File: src/rtl/rvbridge_pkt_sched.sv
// Packet scheduler: emits a 10-beat control packet and a type-0 video header around each raw frame.
// Optional macro RVB_SIZE_CHECK_EN adds a pixel-count checker with sticky output err_size.
module rvbridge_pkt_sched #(
  parameter int DATA_WIDTH = 8
) (
  input  logic                  clk,
  input  logic                  rst_n,
  input  logic                  enable,
  input  logic [15:0]           cfg_width,
  input  logic [15:0]           cfg_height,
  input  logic [DATA_WIDTH-1:0] in_data,
  input  logic                  in_valid,
  input  logic                  in_sop,
  input  logic                  in_eop,
  output logic [DATA_WIDTH-1:0] out_data,
  output logic                  out_valid,
  output logic                  out_sop,
  output logic                  out_eop,
  input  logic                  out_ready,
  output logic                  busy,
  output logic                  err_overrun,
  output logic                  err_drop,
`ifdef RVB_SIZE_CHECK_EN
  output logic                  err_size,
`endif
  input  logic                  err_clr
);

  typedef enum logic [2:0] {
    ST_IDLE    = 3'd0,
    ST_CTRL    = 3'd1,
    ST_ARMED   = 3'd2,
    ST_VIDEO   = 3'd3,
    ST_DISCARD = 3'd4
  } state_t;

  state_t                  state_r, state_nxt_s;
  logic                    in_frame_r;
  logic [3:0]              beat_r;
  logic [15:0]             width_r, height_r;
  logic                    skip_r;
  logic [DATA_WIDTH-1:0]   pix_data_r;
  logic                    pix_valid_r;
  logic                    err_overrun_r, err_drop_r;
  logic [DATA_WIDTH-1:0]   out_data_s;
  logic                    out_valid_s, out_sop_s, out_eop_s;
  logic                    ctrl_start_s, drop_s;

  // Control packet nibble k: type 0xF, width and height MSB-first, then progressive 0x0.
  function automatic logic [3:0] ctrl_nibble(input logic [3:0] k, input logic [15:0] w,
                                             input logic [15:0] h);
    case (k)
      4'd0:    ctrl_nibble = 4'hF;
      4'd1:    ctrl_nibble = w[15:12];
      4'd2:    ctrl_nibble = w[11:8];
      4'd3:    ctrl_nibble = w[7:4];
      4'd4:    ctrl_nibble = w[3:0];
      4'd5:    ctrl_nibble = h[15:12];
      4'd6:    ctrl_nibble = h[11:8];
      4'd7:    ctrl_nibble = h[7:4];
      4'd8:    ctrl_nibble = h[3:0];
      default: ctrl_nibble = 4'h0;
    endcase
  endfunction

  // FSM state register.
  always_ff @(posedge clk or negedge rst_n) begin
    if (!rst_n) state_r <= ST_IDLE;
    else        state_r <= state_nxt_s;
  end

  // Next-state and ST output decode; header and eop beats follow the input in the same cycle.
  always_comb begin
    state_nxt_s = state_r;
    out_data_s  = '0;
    out_valid_s = 1'b0;
    out_sop_s   = 1'b0;
    out_eop_s   = 1'b0;
    case (state_r)
      ST_IDLE: begin
        if (enable && !in_frame_r && !in_sop) state_nxt_s = ST_CTRL;
        else if (enable && in_frame_r)        state_nxt_s = ST_DISCARD;
        else                                  state_nxt_s = ST_IDLE;
      end
      ST_CTRL: begin
        out_valid_s = 1'b1;
        out_data_s  = DATA_WIDTH'(ctrl_nibble(beat_r, width_r, height_r));
        out_sop_s   = (beat_r == 4'd0);
        out_eop_s   = (beat_r == 4'd9);
        if (out_ready && (beat_r == 4'd9)) begin
          if (skip_r || in_sop) state_nxt_s = ST_DISCARD;
          else if (enable)      state_nxt_s = ST_ARMED;
          else                  state_nxt_s = ST_IDLE;
        end else begin
          state_nxt_s = ST_CTRL;
        end
      end
      ST_ARMED: begin
        if (in_sop) begin
          out_valid_s = 1'b1;
          out_sop_s   = 1'b1;
          state_nxt_s = ST_VIDEO;
        end else if (!enable) begin
          state_nxt_s = ST_IDLE;
        end else begin
          state_nxt_s = ST_ARMED;
        end
      end
      ST_VIDEO: begin
        out_valid_s = pix_valid_r;
        out_data_s  = pix_valid_r ? pix_data_r : '0;
        out_eop_s   = pix_valid_r && in_eop;
        if (in_eop) state_nxt_s = enable ? ST_CTRL : ST_IDLE;
        else        state_nxt_s = ST_VIDEO;
      end
      ST_DISCARD: begin
        if ((in_eop || !in_frame_r) && !in_sop) state_nxt_s = enable ? ST_CTRL : ST_IDLE;
        else                                    state_nxt_s = ST_DISCARD;
      end
      default: state_nxt_s = ST_IDLE;
    endcase
  end

  assign ctrl_start_s = (state_nxt_s == ST_CTRL) && (state_r != ST_CTRL);
  assign drop_s       = out_valid_s && !out_ready &&
                        ((state_r == ST_ARMED) || (state_r == ST_VIDEO));

  // Frame tracking, control-beat counter, configuration latch and pixel delay stage.
  always_ff @(posedge clk or negedge rst_n) begin
    if (!rst_n) begin
      in_frame_r  <= 1'b0;
      beat_r      <= 4'd0;
      width_r     <= 16'd0;
      height_r    <= 16'd0;
      skip_r      <= 1'b0;
      pix_data_r  <= '0;
      pix_valid_r <= 1'b0;
    end else begin
      if (in_eop)      in_frame_r <= 1'b0;
      else if (in_sop) in_frame_r <= 1'b1;
      if (state_r == ST_CTRL) begin
        if (out_ready) beat_r <= (beat_r == 4'd9) ? 4'd0 : beat_r + 4'd1;
      end else begin
        beat_r <= 4'd0;
      end
      if (ctrl_start_s) begin
        width_r  <= cfg_width;
        height_r <= cfg_height;
        skip_r   <= 1'b0;
      end else if ((state_r == ST_CTRL) && in_sop) begin
        skip_r   <= 1'b1;
      end
      pix_data_r  <= in_data;
      pix_valid_r <= in_valid;
    end
  end

  // Sticky error flags; a new error event outranks a simultaneous clear.
  always_ff @(posedge clk or negedge rst_n) begin
    if (!rst_n) begin
      err_overrun_r <= 1'b0;
      err_drop_r    <= 1'b0;
    end else begin
      if ((state_r == ST_CTRL) && in_sop) err_overrun_r <= 1'b1;
      else if (err_clr)                   err_overrun_r <= 1'b0;
      if (drop_s)       err_drop_r <= 1'b1;
      else if (err_clr) err_drop_r <= 1'b0;
    end
  end

`ifdef RVB_SIZE_CHECK_EN
  logic [31:0] prod_r, vcnt_r;
  logic        err_size_r;

  // Pixel counter compared against the latched width*height at the last pixel.
  always_ff @(posedge clk or negedge rst_n) begin
    if (!rst_n) begin
      prod_r     <= 32'd0;
      vcnt_r     <= 32'd0;
      err_size_r <= 1'b0;
    end else begin
      if (ctrl_start_s) prod_r <= cfg_width * cfg_height;
      if ((state_r == ST_ARMED) && in_sop)            vcnt_r <= 32'd0;
      else if ((state_r == ST_VIDEO) && pix_valid_r) vcnt_r <= vcnt_r + 32'd1;
      if ((state_r == ST_VIDEO) && pix_valid_r && in_eop && ((vcnt_r + 32'd1) != prod_r))
        err_size_r <= 1'b1;
      else if (err_clr)
        err_size_r <= 1'b0;
    end
  end

  assign err_size = err_size_r;
`endif

  assign out_data    = out_data_s;
  assign out_valid   = out_valid_s;
  assign out_sop     = out_sop_s;
  assign out_eop     = out_eop_s;
  assign busy        = (state_r != ST_IDLE);
  assign err_overrun = err_overrun_r;
  assign err_drop    = err_drop_r;

endmodule

File: config.mk
export PLATFORM = sky130hd
export DESIGN_NAME = rvbridge_pkt_sched
export DESIGN_NICKNAME = d
export VERILOG_FILES = /design/src/rtl/rvbridge_pkt_sched.sv
export SDC_FILE = /design/constraint.sdc
export NUM_CORES = 1
export LEC_CHECK = 0
export ABC_AREA = 1
export ABC_CLOCK_PERIOD_IN_PS = 2170
export CAP_MARGIN = 20
export CORE_ASPECT_RATIO = 0.7
export CORE_UTILIZATION = 45
export DETAILED_ROUTE_END_ITERATION = 8
export HOLD_SLACK_MARGIN = 0.05
export PLACE_DENSITY = 0.7
export SLEW_MARGIN = 40
export SYNTH_ARGS = -nofsm -noshare
export SYNTH_HDL_FRONTEND = slang
export SYNTH_SLANG_ARGS = --single-unit
File: constraint.sdc
create_clock -name clk -period 2.17 [get_ports clk]
set_clock_uncertainty 0.15 [all_clocks]
set_input_delay 0.434 -clock clk [delete_from_list [all_inputs] [get_ports clk]]
set_output_delay 0.434 -clock clk [all_outputs]
set_load 0.01 [all_outputs]
# == Word level (Yosys, flattened, before mapping) ==
# Cells that the tools add are included.
# classes
n_eq_ne,16
div_mod_pow,0
order_cmp,0
n_mul,0
add_sub_neg,1
n_mux,27
shift,0
n_reduce_logical,23
bitwise_logic,0
# op_table
operator,n
4-bit one-hot mux with 9 select lines,1
"4-bit by 3-bit == test with 1-bit output, second input constant",4
8-bit one-hot mux with 2 select lines,1
3-bit two-way mux,5
3-bit one-hot mux with 5 select lines,1
4-bit two-way mux,3
1-bit logical AND,10
1-bit two-way mux,9
"4-bit by 2-bit == test with 1-bit output, second input constant",2
"4-bit == test, second input constant",2
8-bit two-way mux,1
2-bit nonzero test,4
"3-bit by 1-bit == test with 1-bit output, second input constant",2
"3-bit by 2-bit == test with 1-bit output, second input constant",2
2-bit two-way mux,3
"4-bit by 1-bit adder with 4-bit output, second input constant",1
"4-bit by 1-bit == test with 1-bit output, second input constant",1
4-bit zero test,1
1-bit one-hot mux with 2 select lines,2
"3-bit == test, second input constant",1
1-bit zero test,3
3-bit zero test,1
1-bit logical OR,3
"3-bit by 1-bit != test with 1-bit output, second input constant",1
3 further kinds,3
# word_totals
latch_bits,0
register_bits,52
romBits,0
ramBits,0
memories,0

# == Logic depth before layout (Yosys ltp) ==
# depth
word_depth,8
ltp_mapped,11

# == Worst setup path before layout ==
# Ideal clock, no wire load.
# synth_path
path_type,reg-to-output
from,register state_r[2]
to,output port out_sop
path_stages_with_launch,8
n_path_buf,2
t_arrival_ns,1.320
path_slack_ns,0.266
cell_sequence,dfrtp_1 > inv_2 > nand2_1 > nor2_2 > buf_4 > inv_2 > clkbuf_1 > o21ai_0
# synth_via
elab_chain_len,2
elab_cells_between_ends,3
cone_classes,2 x eq/ne; 1 x mux
# synth_rtl
item,line,text
start: declaration,37,"state_t state_r, state_nxt_s;"
start signal: assignment,69,else state_r <= state_nxt_s;
3-bit by 2-bit == test with 1-bit output or 3-bit by 1-bit == test with 1-bit output (tied branches),79,case (state_r)
1-bit one-hot mux with 2 select lines *,79,
end: declaration,17,"output logic out_sop,"
# Mark *: on every way between the ends. The rest lies on a longest branch, timed or not.

# == Final worst setup path ==
# layout_path
from,register beat_r[3]
to,output port out_data[3]
# layout_via
elab_chain_len,3
elab_cells_between_ends,11
cone_classes,8 x eq/ne; 2 x mux; 1 x reduce/logical
# layout_rtl
item,line,text
start: declaration,39,logic [3:0] beat_r;
start signal: assignment,142,if (out_ready) beat_r <= (beat_r == 4'd9) ? 4'd0 : beat_r + 4'd1;
4-bit == test (tied with other cells),52,case (k)
4-bit one-hot mux with 9 select lines *,52,
8-bit one-hot mux with 2 select lines *,79,
end: declaration,15,"output logic [DATA_WIDTH-1:0] out_data,"
# Marks and branches as above.

==> results.py <==
metrics = {
    "outcome": {
        "status": "finished with violations",
        "failed_checks": "negative setup slack",
    },
    "grt": {
        "gr-total-overflow": 0,
        "maximum_number_of_pins_on_one_net_before_global_route_repair": 33,
        "first_global_vias": 2513,
        "grt_use_total": 0.267,
        "number_of_antenna_violations_at_the_first_check_in_global_routing": 0,
        "grt_pass1_wl_um": 12200,
    },
    "sta": {
        "layout_min_cycle_time_ns": 2.33,
        "final-hold-violation-count": 0,
        "post-route-worst-setup-slack_ns": -0.155,
        "grt_setup_unrepaired": "yes",
        "layout_worst_path_cycle_share": 1.07,
        "max_slew.worst_pin.slew_ns": 0.541,
        "setup_viol": 4,
        "slew_headroom": 0.639,
        "max_freq_mhz": 430,
        "timing.final.max_slew_violations": 0,
    },
    "setup_path": {
        "crit_arrival_ns": 1.74,
        "timing.setup.critical_path_class": "reg2out",
        "end_kind": "output pin",
        "setup.worst_path.start_class": "flip-flop",
        "worstPathRequired_ns": 1.59,
        "critical_path.slowest_cell": "dfrtp_1",
        "worst_path_largest_cell_delay_ns": 0.44,
        "cp_common_cell": "nand2_1",
        "critPathMaxFanout": 4,
        "critPathLaunch": "beat_r[3]",
        "path_cells": "inv_2, buf_12, nand2_8, nor2_4, nand2_1, nand2_1, nor2_1, nand4_1, nand2_1, nand2_1, buf_2",
        "reg2reg_from": "state_r[2]",
    },
    "logic_synthesis": {
        "synthMostInstantiatedCell": "nand2_1",
        "postSynthCellCount": 339,
        "synth_largest_area_cell": "dfrtp_1",
        "synth.cells.most_frequent": "nand2_1, dfrtp_1, nand4_1",
        "ys_seq_elements": 52,
        "most_area_consuming_cells_after_synthesis": "dfrtp_1, nand2_1, nand4_1, nor2_1, inv_1",
        "yosys_warnings": 0,
        "synth_top_flop_cell": "dfrtp_1",
        "synthesis.area_um2": 2580,
        "syn_area_per_cell_um2": 7.63,
        "synth_top_area_share": 0.503,
        "post_synth_num_cell_types": 18,
        "async_reset_ff_frac": 1.00,
        "number_of_nets_in_the_synthesized_netlist": 387,
        "number_of_flops_mapped_to_enable_cells_by_yosys": 0,
        "synth_sequential_area_ratio": 0.503,
    },
    "finish": {
        "final_core_util": 0.705,
        "area_growth_syn_to_layout_pct": 47.0,
        "layout-drive-gt1-share": 0.223,
        "antenna_cells": 0,
        "design.final.nets": 486,
    },
    "routing": {
        "dr.first_iter.drc_count": 159,
        "drt_wl_total_um": 7560,
        "wl_met3_um": 639,
        "route.vias.total": 2648,
        "maxUsedRoutingLayer": "met4",
        "route.antenna.remaining_nets": 0,
        "met1_length_um": 3320,
        "dr.pass1.iters": 4,
        "drc": 0,
        "avgRoutedWirePerCell_um": 14.8,
        "met2WireLength_um": 3520,
        "viasPerCell": 5.18,
    },
    "placed_design": {
        "dp_hpwl_um": 5330,
        "detailedPlace.worstSlack_ns": -0.219,
        "finalWeightedCongestion": 0.999,
        "port-buffer-count": 61,
    },
    "pwr": {
        "comb_power_share": 0.515,
        "power.net_switching_uw": 1900,
        "pwr-share-clk": 0.133,
        "power.static_leakage_uw": 0.00191,
        "seq_power_share": 0.353,
        "max-vdd-ir-drop_v": 0.000474,
        "power.switching_fraction": 0.427,
        "power.density_nw_per_um2": 1170,
        "power.internal_uw": 2540,
    },
    "floorplanning": {
        "core_region_area_um2": 5400,
        "die_area_um2": 6060,
        "floorplan.initialDensity": 0.479,
        "die_h_um": 65.4,
        "design.portCount": 62,
        "floorplan.rows": 22,
        "dieWidth_um": 92.6,
    },
    "clocking": {
        "insertion_delay_ns": 0.32,
        "numCtsBuffers": 5,
        "cts.htree.levels": 2,
        "clk_root_buffer_cell": "clkbuf_8",
        "cts.sink_count": 52,
        "clk_transition_reported_paths_ns": 0.10,
        "clock_tree_from_tritoncts": "built",
        "cts-root-to-sink-buffers": 2,
    },
    "worst_hold_path": {
        "hp-class": "reg2reg",
        "hold_path_startpoint": "width_r[7]",
    },
    "run": {
        "drv_cap": 0,
    },
}
==> critical path: cells and delay by family (launching register included) <==
kind / cells / cell delay [ns]
buffers and inverters: 3 / 0.36
DFF: 1 / 0.44
and+or+nand+nor: 8 / 0.62
==> state kept, by name (all words and copies together) (netlist names) <==
name and count:
state_r 3, err_overrun 1, pix_valid_r 1, skip_r 1
pix_data_r 8, beat_r 4, err_drop 1, in_frame_r 1
width_r 16, height_r 16
==> layout make-up <==
type / instances / area, um^2
Clock buffer: 5 / 68.8
Sequential cell: 52 / 1300
Tap cell: 72 / 90.1
Fill cell: 437 / 1590
Inverter: 27 / 104
Timing Repair Buffer: 105 / 966
Multi-Input combinational cell: 247 / 1250
Clock inverter: 3 / 21.3
==> power by group through the flow <==
| stage | Combinational [uW] | Sequential (uW) | Clock [uW] |
|---|---|---|---|
| finish | 2280 | 1570 | 589 |
| floorplan | 1100 | 1470 | 0 |
| detailed placement | 2010 | 1540 | 0 |
| global route | 2530 | 1600 | 639 |
| CTS | 2170 | 1540 | 582 |
| global placement | 1960 | 1530 | 0 |
==> layer usage <==
layer  vias up  global-route usage
met2       105               0.426
met3        15              0.0856
li1       1296                   -
met1      1232               0.356
met4         0              0.0605
met5         -                   0
==> cell families after synthesis <==
kind of cell,synth area share
buffers and inverters,0.0711
AND/OR/NAND/NOR,0.390
flip-flops,0.503
AO/OA/AOI/OAI,0.0353
==> cell usage in the layout, fill, tap and decap left out, types with 2 or more instances in the layout <==
cell type,netlist,layout
nor2_4,0,9
nand4_1,38,38
nand2_1,142,130
clkbuf_8,0,5
nand2_4,0,3
buf_2,6,7
o21ai_0,12,10
buf_6,3,4
clkdlybuf4s50_1,0,48
nand3_4,2,3
inv_1,23,19
buf_12,0,4
dlygate4sd2_1,0,4
nand3_1,11,10
o22ai_1,2,2
buf_4,1,35
dfrtp_1,52,50
nor2_2,1,3
nand2_2,0,8
dfrtp_2,0,2
nor2_1,35,24
inv_2,4,7
a21oi_1,2,2
==> metrics by stage <==
stage | hold WS, ns | power, uW | std cells | TNS [ns] | area (um^2)
floorplan | -0.0116 | 2570 | 339 | 0 | 2580
global placement | 0.288 | 3500 | 499 | -1.59 | 3540
detailed placement | 0.289 | 3550 | 499 | -2.26 | 3540
CTS | 0.334 | 4290 | 511 | -0.576 | 3760
global route | 0.359 | 4770 | 511 | -1.02 | 3800
finish | 0.333 | 4440 | 511 | -0.525 | 3800
==> path summary, 6_finish.rpt <==
kind                                  to  slack, ns  cells past startpoint
min in group asynchronous  pix_data_r[7]       0.48                      2
setup / recovery             out_data[3]      -0.16                     11
hold reg to reg               width_r[7]       0.33                      2
max in group asynchronous    width_r[14]       0.83                      3
hold / removal                width_r[7]       0.33                      2
setup reg to reg              width_r[4]       0.15                     13
==> timing repair <==
item	in CTS	in global routing
resized for setup	67	20
setup endpoints to repair	11	8
buffers inserted	7	2
hold buffers	1	0
gates cloned	0	0
endpoints found under the hold margin	20	0
pin swaps	12	18
Note: power is estimated with default switching activity, not from simulation.
